**src/rtl/reg_write_arbiter_pkg.sv**
```systemverilog
// Shared definitions for the register write arbiter.
//   arb_state_e : arbiter FSM encoding (IDLE=0, LOCKED=1)
//   wrap_inc    : modulo-n increment used for the round-robin pointer
//   id_width    : width of a requester index, never less than one bit
package reg_write_arbiter_pkg;

  typedef enum logic {
    ST_IDLE   = 1'b0,
    ST_LOCKED = 1'b1
  } arb_state_e;

  function automatic int wrap_inc(input int v, input int n);
    return (v + 1 >= n) ? 0 : v + 1;
  endfunction

  function automatic int id_width(input int n);
    return (n > 1) ? $clog2(n) : 1;
  endfunction

endpackage

```
**src/rtl/reg_write_arbiter_rr_pick.sv**
```systemverilog
// Combinational round-robin picker.
//   req    : request vector, one bit per requester
//   rr_ptr : index with highest priority; priority falls off upward mod N
//   valid  : at least one request present
//   index  : first requesting index found from rr_ptr upward, wrapping
module reg_write_arbiter_rr_pick #(
  parameter int N   = 4,
  parameter int IDW = 2
) (
  input  logic [N-1:0]   req,
  input  logic [IDW-1:0] rr_ptr,
  output logic           valid,
  output logic [IDW-1:0] index
);

  // Scan offsets from the farthest down to zero so the closest request
  // to rr_ptr is the last assignment and therefore wins.
  always_comb begin : pick
    int j;
    logic [IDW-1:0] jj;
    j     = 0;
    jj    = '0;
    valid = 1'b0;
    index = '0;
    for (int k = N - 1; k >= 0; k--) begin
      j = int'(rr_ptr) + k;
      if (j >= N) j = j - N;
      jj = IDW'(j);
      if (req[jj]) begin
        valid = 1'b1;
        index = jj;
      end
    end
  end

endmodule

```
**src/rtl/reg_write_arbiter.sv**
```systemverilog
// Round-robin write arbiter in front of a single WIDTH-bit Register.
// One write per cycle; a requester may lock the Register for a bounded
// number of cycles (MAX_LOCK) to perform read-modify-write sequences.
//   clock, reset : system clock, synchronous active-high reset
//   req, lock    : per-requester request and lock-keep bits
//   wdata        : requester i data at [i*WIDTH +: WIDTH]
//   ack          : one-hot, one-cycle pulse when requester i was written
//   grant_id     : index of the requester written (valid with reg_load)
//   reg_in       : Register data, holds its last value when not loading
//   reg_load     : Register load strobe
//   busy         : high while the FSM is in LOCKED
//   lock_timeout : one-cycle pulse on a forced lock release
//   state_dbg    : current FSM state (0=IDLE, 1=LOCKED)
//
// Handshake: req[i] is a level; it is sampled every cycle. A write of
// requester i is reported by ack[i] one cycle after the sampling edge,
// and a req[i] still high in the cycle ack[i] is visible counts as a new
// request. Every output is a flop, so all responses lag inputs by one cycle.
module reg_write_arbiter
  import reg_write_arbiter_pkg::*;
#(
  parameter int WIDTH    = 16,
  parameter int N        = 4,
  parameter int MAX_LOCK = 8,
  localparam int IDW     = id_width(N),
  localparam int CW      = $clog2(MAX_LOCK + 1)
) (
  input  logic               clock,
  input  logic               reset,
  input  logic [N-1:0]       req,
  input  logic [N-1:0]       lock,
  input  logic [N*WIDTH-1:0] wdata,
  output logic [N-1:0]       ack,
  output logic [IDW-1:0]     grant_id,
  output logic [WIDTH-1:0]   reg_in,
  output logic               reg_load,
  output logic               busy,
  output logic               lock_timeout,
  output logic               state_dbg
);

  arb_state_e       state_q, state_d;
  logic [IDW-1:0]   owner_q, owner_d;
  logic [IDW-1:0]   rr_ptr_q, rr_ptr_d;
  logic [CW-1:0]    lock_cnt_q, lock_cnt_d;
  logic [N-1:0]     ack_q, ack_d;
  logic [IDW-1:0]   grant_id_q, grant_id_d;
  logic [WIDTH-1:0] reg_in_q, reg_in_d;
  logic             reg_load_q, reg_load_d;
  logic             busy_q, busy_d;
  logic             lock_timeout_q, lock_timeout_d;

  logic             pick_valid;
  logic [IDW-1:0]   pick_idx;
  logic             forced;

  reg_write_arbiter_rr_pick #(
    .N   (N),
    .IDW (IDW)
  ) u_rr_pick (
    .req    (req),
    .rr_ptr (rr_ptr_q),
    .valid  (pick_valid),
    .index  (pick_idx)
  );

  // A lock that has run MAX_LOCK cycles is released and the cycle is
  // arbitrated like IDLE; the owner competes again on equal terms.
  assign forced = (state_q == ST_LOCKED) && (lock_cnt_q == CW'(MAX_LOCK));

  always_comb begin
    state_d        = state_q;
    owner_d        = owner_q;
    rr_ptr_d       = rr_ptr_q;
    lock_cnt_d     = lock_cnt_q;
    ack_d          = '0;
    grant_id_d     = grant_id_q;
    reg_in_d       = reg_in_q;
    reg_load_d     = 1'b0;
    lock_timeout_d = 1'b0;

    if (state_q == ST_IDLE || forced) begin
      lock_timeout_d = forced;
      state_d        = ST_IDLE;
      lock_cnt_d     = '0;
      if (pick_valid) begin
        ack_d      = N'(1) << pick_idx;
        grant_id_d = pick_idx;
        reg_in_d   = wdata[int'(pick_idx)*WIDTH +: WIDTH];
        reg_load_d = 1'b1;
        rr_ptr_d   = IDW'(wrap_inc(int'(pick_idx), N));
        if (lock[pick_idx]) begin
          state_d    = ST_LOCKED;
          owner_d    = pick_idx;
          lock_cnt_d = CW'(1);
        end
      end
    end else begin
      // LOCKED: the picker result is ignored; only the owner is served.
      if (req[owner_q]) begin
        ack_d      = N'(1) << owner_q;
        grant_id_d = owner_q;
        reg_in_d   = wdata[int'(owner_q)*WIDTH +: WIDTH];
        reg_load_d = 1'b1;
      end
      if (lock[owner_q]) begin
        lock_cnt_d = lock_cnt_q + CW'(1);
      end else begin
        state_d    = ST_IDLE;
        lock_cnt_d = '0;
      end
    end

    busy_d = (state_d == ST_LOCKED);
  end

  always_ff @(posedge clock) begin
    if (reset) begin
      state_q        <= ST_IDLE;
      owner_q        <= '0;
      rr_ptr_q       <= '0;
      lock_cnt_q     <= '0;
      ack_q          <= '0;
      grant_id_q     <= '0;
      reg_in_q       <= '0;
      reg_load_q     <= 1'b0;
      busy_q         <= 1'b0;
      lock_timeout_q <= 1'b0;
    end else begin
      state_q        <= state_d;
      owner_q        <= owner_d;
      rr_ptr_q       <= rr_ptr_d;
      lock_cnt_q     <= lock_cnt_d;
      ack_q          <= ack_d;
      grant_id_q     <= grant_id_d;
      reg_in_q       <= reg_in_d;
      reg_load_q     <= reg_load_d;
      busy_q         <= busy_d;
      lock_timeout_q <= lock_timeout_d;
    end
  end

  assign ack          = ack_q;
  assign grant_id     = grant_id_q;
  assign reg_in       = reg_in_q;
  assign reg_load     = reg_load_q;
  assign busy         = busy_q;
  assign lock_timeout = lock_timeout_q;
  assign state_dbg    = state_q;

endmodule
```
**config.mk**
```make
export PLATFORM = sky130hd
export DESIGN_NAME = reg_write_arbiter
export DESIGN_NICKNAME = d
export VERILOG_FILES = /design/src/rtl/reg_write_arbiter_pkg.sv /design/src/rtl/reg_write_arbiter_rr_pick.sv /design/src/rtl/reg_write_arbiter.sv
export SDC_FILE = /design/constraint.sdc
export NUM_CORES = 1
export LEC_CHECK = 0
export CAP_MARGIN = 0
export CORE_ASPECT_RATIO = 0.5
export CORE_MARGIN = 2
export CORE_UTILIZATION = 41
export CTS_CLUSTER_SIZE = 12
export DETAILED_ROUTE_END_ITERATION = 8
export PLACE_DENSITY = 0.89
export SETUP_SLACK_MARGIN = 0.5
export SLEW_MARGIN = 20
export SYNTH_ARGS = -nofsm -noshare
export SYNTH_HDL_FRONTEND = slang
export SYNTH_SLANG_ARGS = --single-unit
export TNS_END_PERCENT = 50
```
**constraint.sdc**
```tcl
create_clock -name clock -period 3.1 [get_ports clock]
set_clock_uncertainty 0.15 [all_clocks]
set_input_delay 0.62 -clock clock [delete_from_list [all_inputs] [get_ports clock]]
set_output_delay 0.62 -clock clock [all_outputs]
set_load 0.05 [all_outputs]
```
==> results.cfg <==
[sta]
finalMaxSlewViolations = 0
finalCriticalPeriod_ps = 2440
worst_pin_slew_ps = 541
post-route-period-util_pct = 78.7
rsz0062_at_grt = no
final-hold-violation-count = 0
timing.fmax_mhz = 410
max_slew_margin_pct = 63.8
fin_setup_tns_ps = 0
setup_viol = 0

[pwr]
p_switching_w = 0.00149
seq_power_share_pct = 22.7
power_frac_comb_pct = 63.9
switching_share_pct = 46.8
clkPwrFrac_pct = 13.4
power_density_nw_per_um2 = 950
leakage_nw = 1.28
internal_power_w = 0.00169
vdd_drop_max_uv = 410

[floorplanning]
die_area_um2 = 5740
die_w_um = 105
die_height_um = 54.6
core_um2 = 4930
rows = 18
start_util_pct = 42.6
ios = 100

[layout]
area_delta_synth_final_pct = 59.5
fin_cells = 387
antenna_cells = 0
drive_gt1_share_pct = 22.7
n_fill_cell = 358
fin_nets = 396
final_area_um2 = 3350
post-route-util_pct = 67.9

[logic_synthesis]
synth_top_family_by_area = compound AO/OA/AOI/OAI gates
async_reset_ff_share_pct = 0
synth.area.mux_share_pct = 11.9
synthTopCellsByArea = dfxtp_1 (31%), a311oi_2 (7.2%), mux2_2 (7.0%)
yosysMostFrequentCell = nand2_1
synth_area_um2 = 2100
postSynthCellCount = 218
synth_commonest_cells = nand2_1 (34), dfxtp_1 (33), mux2_2 (13), nor2_1 (12), a311oi_2 (10)
synth_top_cell_area_share_pct = 31.5
synth-compound-area-share_pct = 25.7
yosysTopAreaCell = dfxtp_1
ys_types = 56
yosys_warnings = 0
synth_edf_count = 0
syn_nets = 298
synth-simple-area-share_pct = 20.1
yosysSeqAreaShare_pct = 31.5
synthAdderAreaFrac_pct = 3.58
synth-main-ff-cell = dfxtp_1
ys_ff_latch = 33
avgSynthCellArea_um2 = 9.63
synth_xor_area_share_pct = 0.834

[placed_design]
placed_cells_incl_taps = 375
gp_congestion = 0.888
dpl_cell_area_um2 = 3120
dp_hpwl_um = 4560
io_buffers = 99

[cts]
path_clk_slew_ps = 70
cts_root_buffer = clkbuf_8
hold_buffers = 0
clock_path_buffers = 2
cts_tree = yes
cts_num_sinks = 33
htreeDepth = 2
cts-buffers-inserted = 5
clk_latency_ps = 280

[setup_path]
cpPeakStageDelay_ps = 380
path_class = reg2reg
arrival_ps = 2430
critPathMaxFanout = 17
startpoint_type = register
crit_chain = inv_1 > ha_1 > nand3b_4 > nand2_2 > a41oi_4 > buf_12 > mux2_2 > o22ai_1 > a311oi_1
required_ps = 3090
endpoint_kind = register
crit_slowest_cell = dfxtp_1

[detailed_routing]
vias = 2112
via_per_inst = 5.46
routedWlPerCell_um = 16.5
post-route-drc-count = 0
dr.pass1.iters = 4
routed_wl_um = 6400
ant_nets = 0
first_iter_violations = 70

[flow_run]
max-cap-violations = 0

[global_routing]
antenna_found_initial = 0
grt_pass1_wl_um = 9920
grt_overflow_total = 0
grt_max_degree = 21
grt_pass1_vias = 2076
grt_usage_pct = 22.3

[worst_hold_path]
hp-class = reg2reg

[status]
status = finished clean
==> registers in the layout, indices dropped and copies added (netlist names) <==
register      flops
grant_id          2
rr_ptr_q          2
lock_cnt_q        4
reg_in           16
lock_timeout      1
ack               4
reg_load          1
busy              1
owner_q           2
==> timing repair <==
action / 4_1_cts / 5_1_grt
cloned: 2 / 0
setup endpoints to repair: 19 / 21
pin swaps: 2 / 0
resized for setup: 12 / 4
buffers inserted: 2 / 0
==> critical path: cells and delay by family, from the launching register on <==
kind,cells,cell delay (ps)
DFF,1,380
AOI/OAI and AO/OA,3,590
adders and majority gates,1,230
muxes,1,340
and+or+nand+nor,2,330
buffers and inverters,2,270
==> power by group through the flow <==
| stage | Sequential (W) | Clock, W | Combinational, W |
|---|---|---|---|
| final | 0.000722 | 0.000427 | 0.00203 |
| after detailed placement | 0.000719 | 0 | 0.00191 |
| after global placement | 0.000711 | 0 | 0.00186 |
| after global routing | 0.000741 | 0.000447 | 0.00215 |
| after CTS | 0.000716 | 0.000432 | 0.00203 |
| after floorplan | 0.00117 | 0 | 0.000941 |
==> per-stage QoR <==
| stage | total power [W] | hold slack (ps) | setup WS (ps) |
|---|---|---|---|
| finish | 0.00318 | 335 | 659 |
| global route | 0.00333 | 355 | 522 |
| CTS | 0.00318 | 338 | 505 |
| detailed placement | 0.00263 | 322 | -27.1 |
| global placement | 0.00257 | 307 | 19.5 |
| floorplan | 0.00211 | 290 | 727 |
==> logic make-up after synthesis <==
| kind of cell | count (synthesis) |
|---|---|
| buf+inv | 21 |
| simple gates | 80 |
| xor+xnor | 2 |
| flops | 33 |
| compound gates | 56 |
| mux | 20 |
| fa+ha+maj | 6 |
==> layer usage <==
metal,wire length (µm),GRT usage [%],up-vias
met3,278,4.64,10
met5,0,0,-
met4,68,7.33,0
met2,3450,44.8,62
met1,2600,24.5,1033
li1,-,-,1007
==> layout make-up <==
class / count / area [µm²] / area share (%)
Timing Repair Buffer: 106 / 1080 / 32.3
Clock buffer: 6 / 82.6 / 2.47
Clock inverter: 2 / 37.5 / 1.12
Inverter: 5 / 18.8 / 0.560
Sequential cell: 33 / 661 / 19.7
Tap cell: 70 / 87.6 / 2.61
Multi-Input combinational cell: 165 / 1380 / 41.2
==> worst paths after layout <==
kind / endpoint / cells after the start / start / slack (ps)
setup / recovery: reg_in[3] / 9 / lock_cnt_q[0] / 660
hold / removal: lock_cnt_q[0] / 1 / lock_cnt_q[0] / 340
setup reg to reg: reg_in[3] / 9 / lock_cnt_q[0] / 660
hold reg to reg: lock_cnt_q[0] / 1 / lock_cnt_q[0] / 340
==> layout by cell type, fill, tap and decap left out, drive strengths merged, types with 2 or more instances in the layout <==
cell type,count
a21o,2
nor3,3
or2,2
dfxtp,33
a21oi,5
clkbuf,6
nand4b,2
dlymetal6s2s,2
a211oi,3
dlygate4sd2,2
mux2,17
nor2,13
mux4,2
buf,6
nand2,37
clkdlybuf4s50,95
or4,2
inv,5
nand3,7
ha,6
o21ai,7
and3,2
nor2b,4
o22ai,18
a311oi,16
No activity file was read; power rests on OpenSTA's default activity.
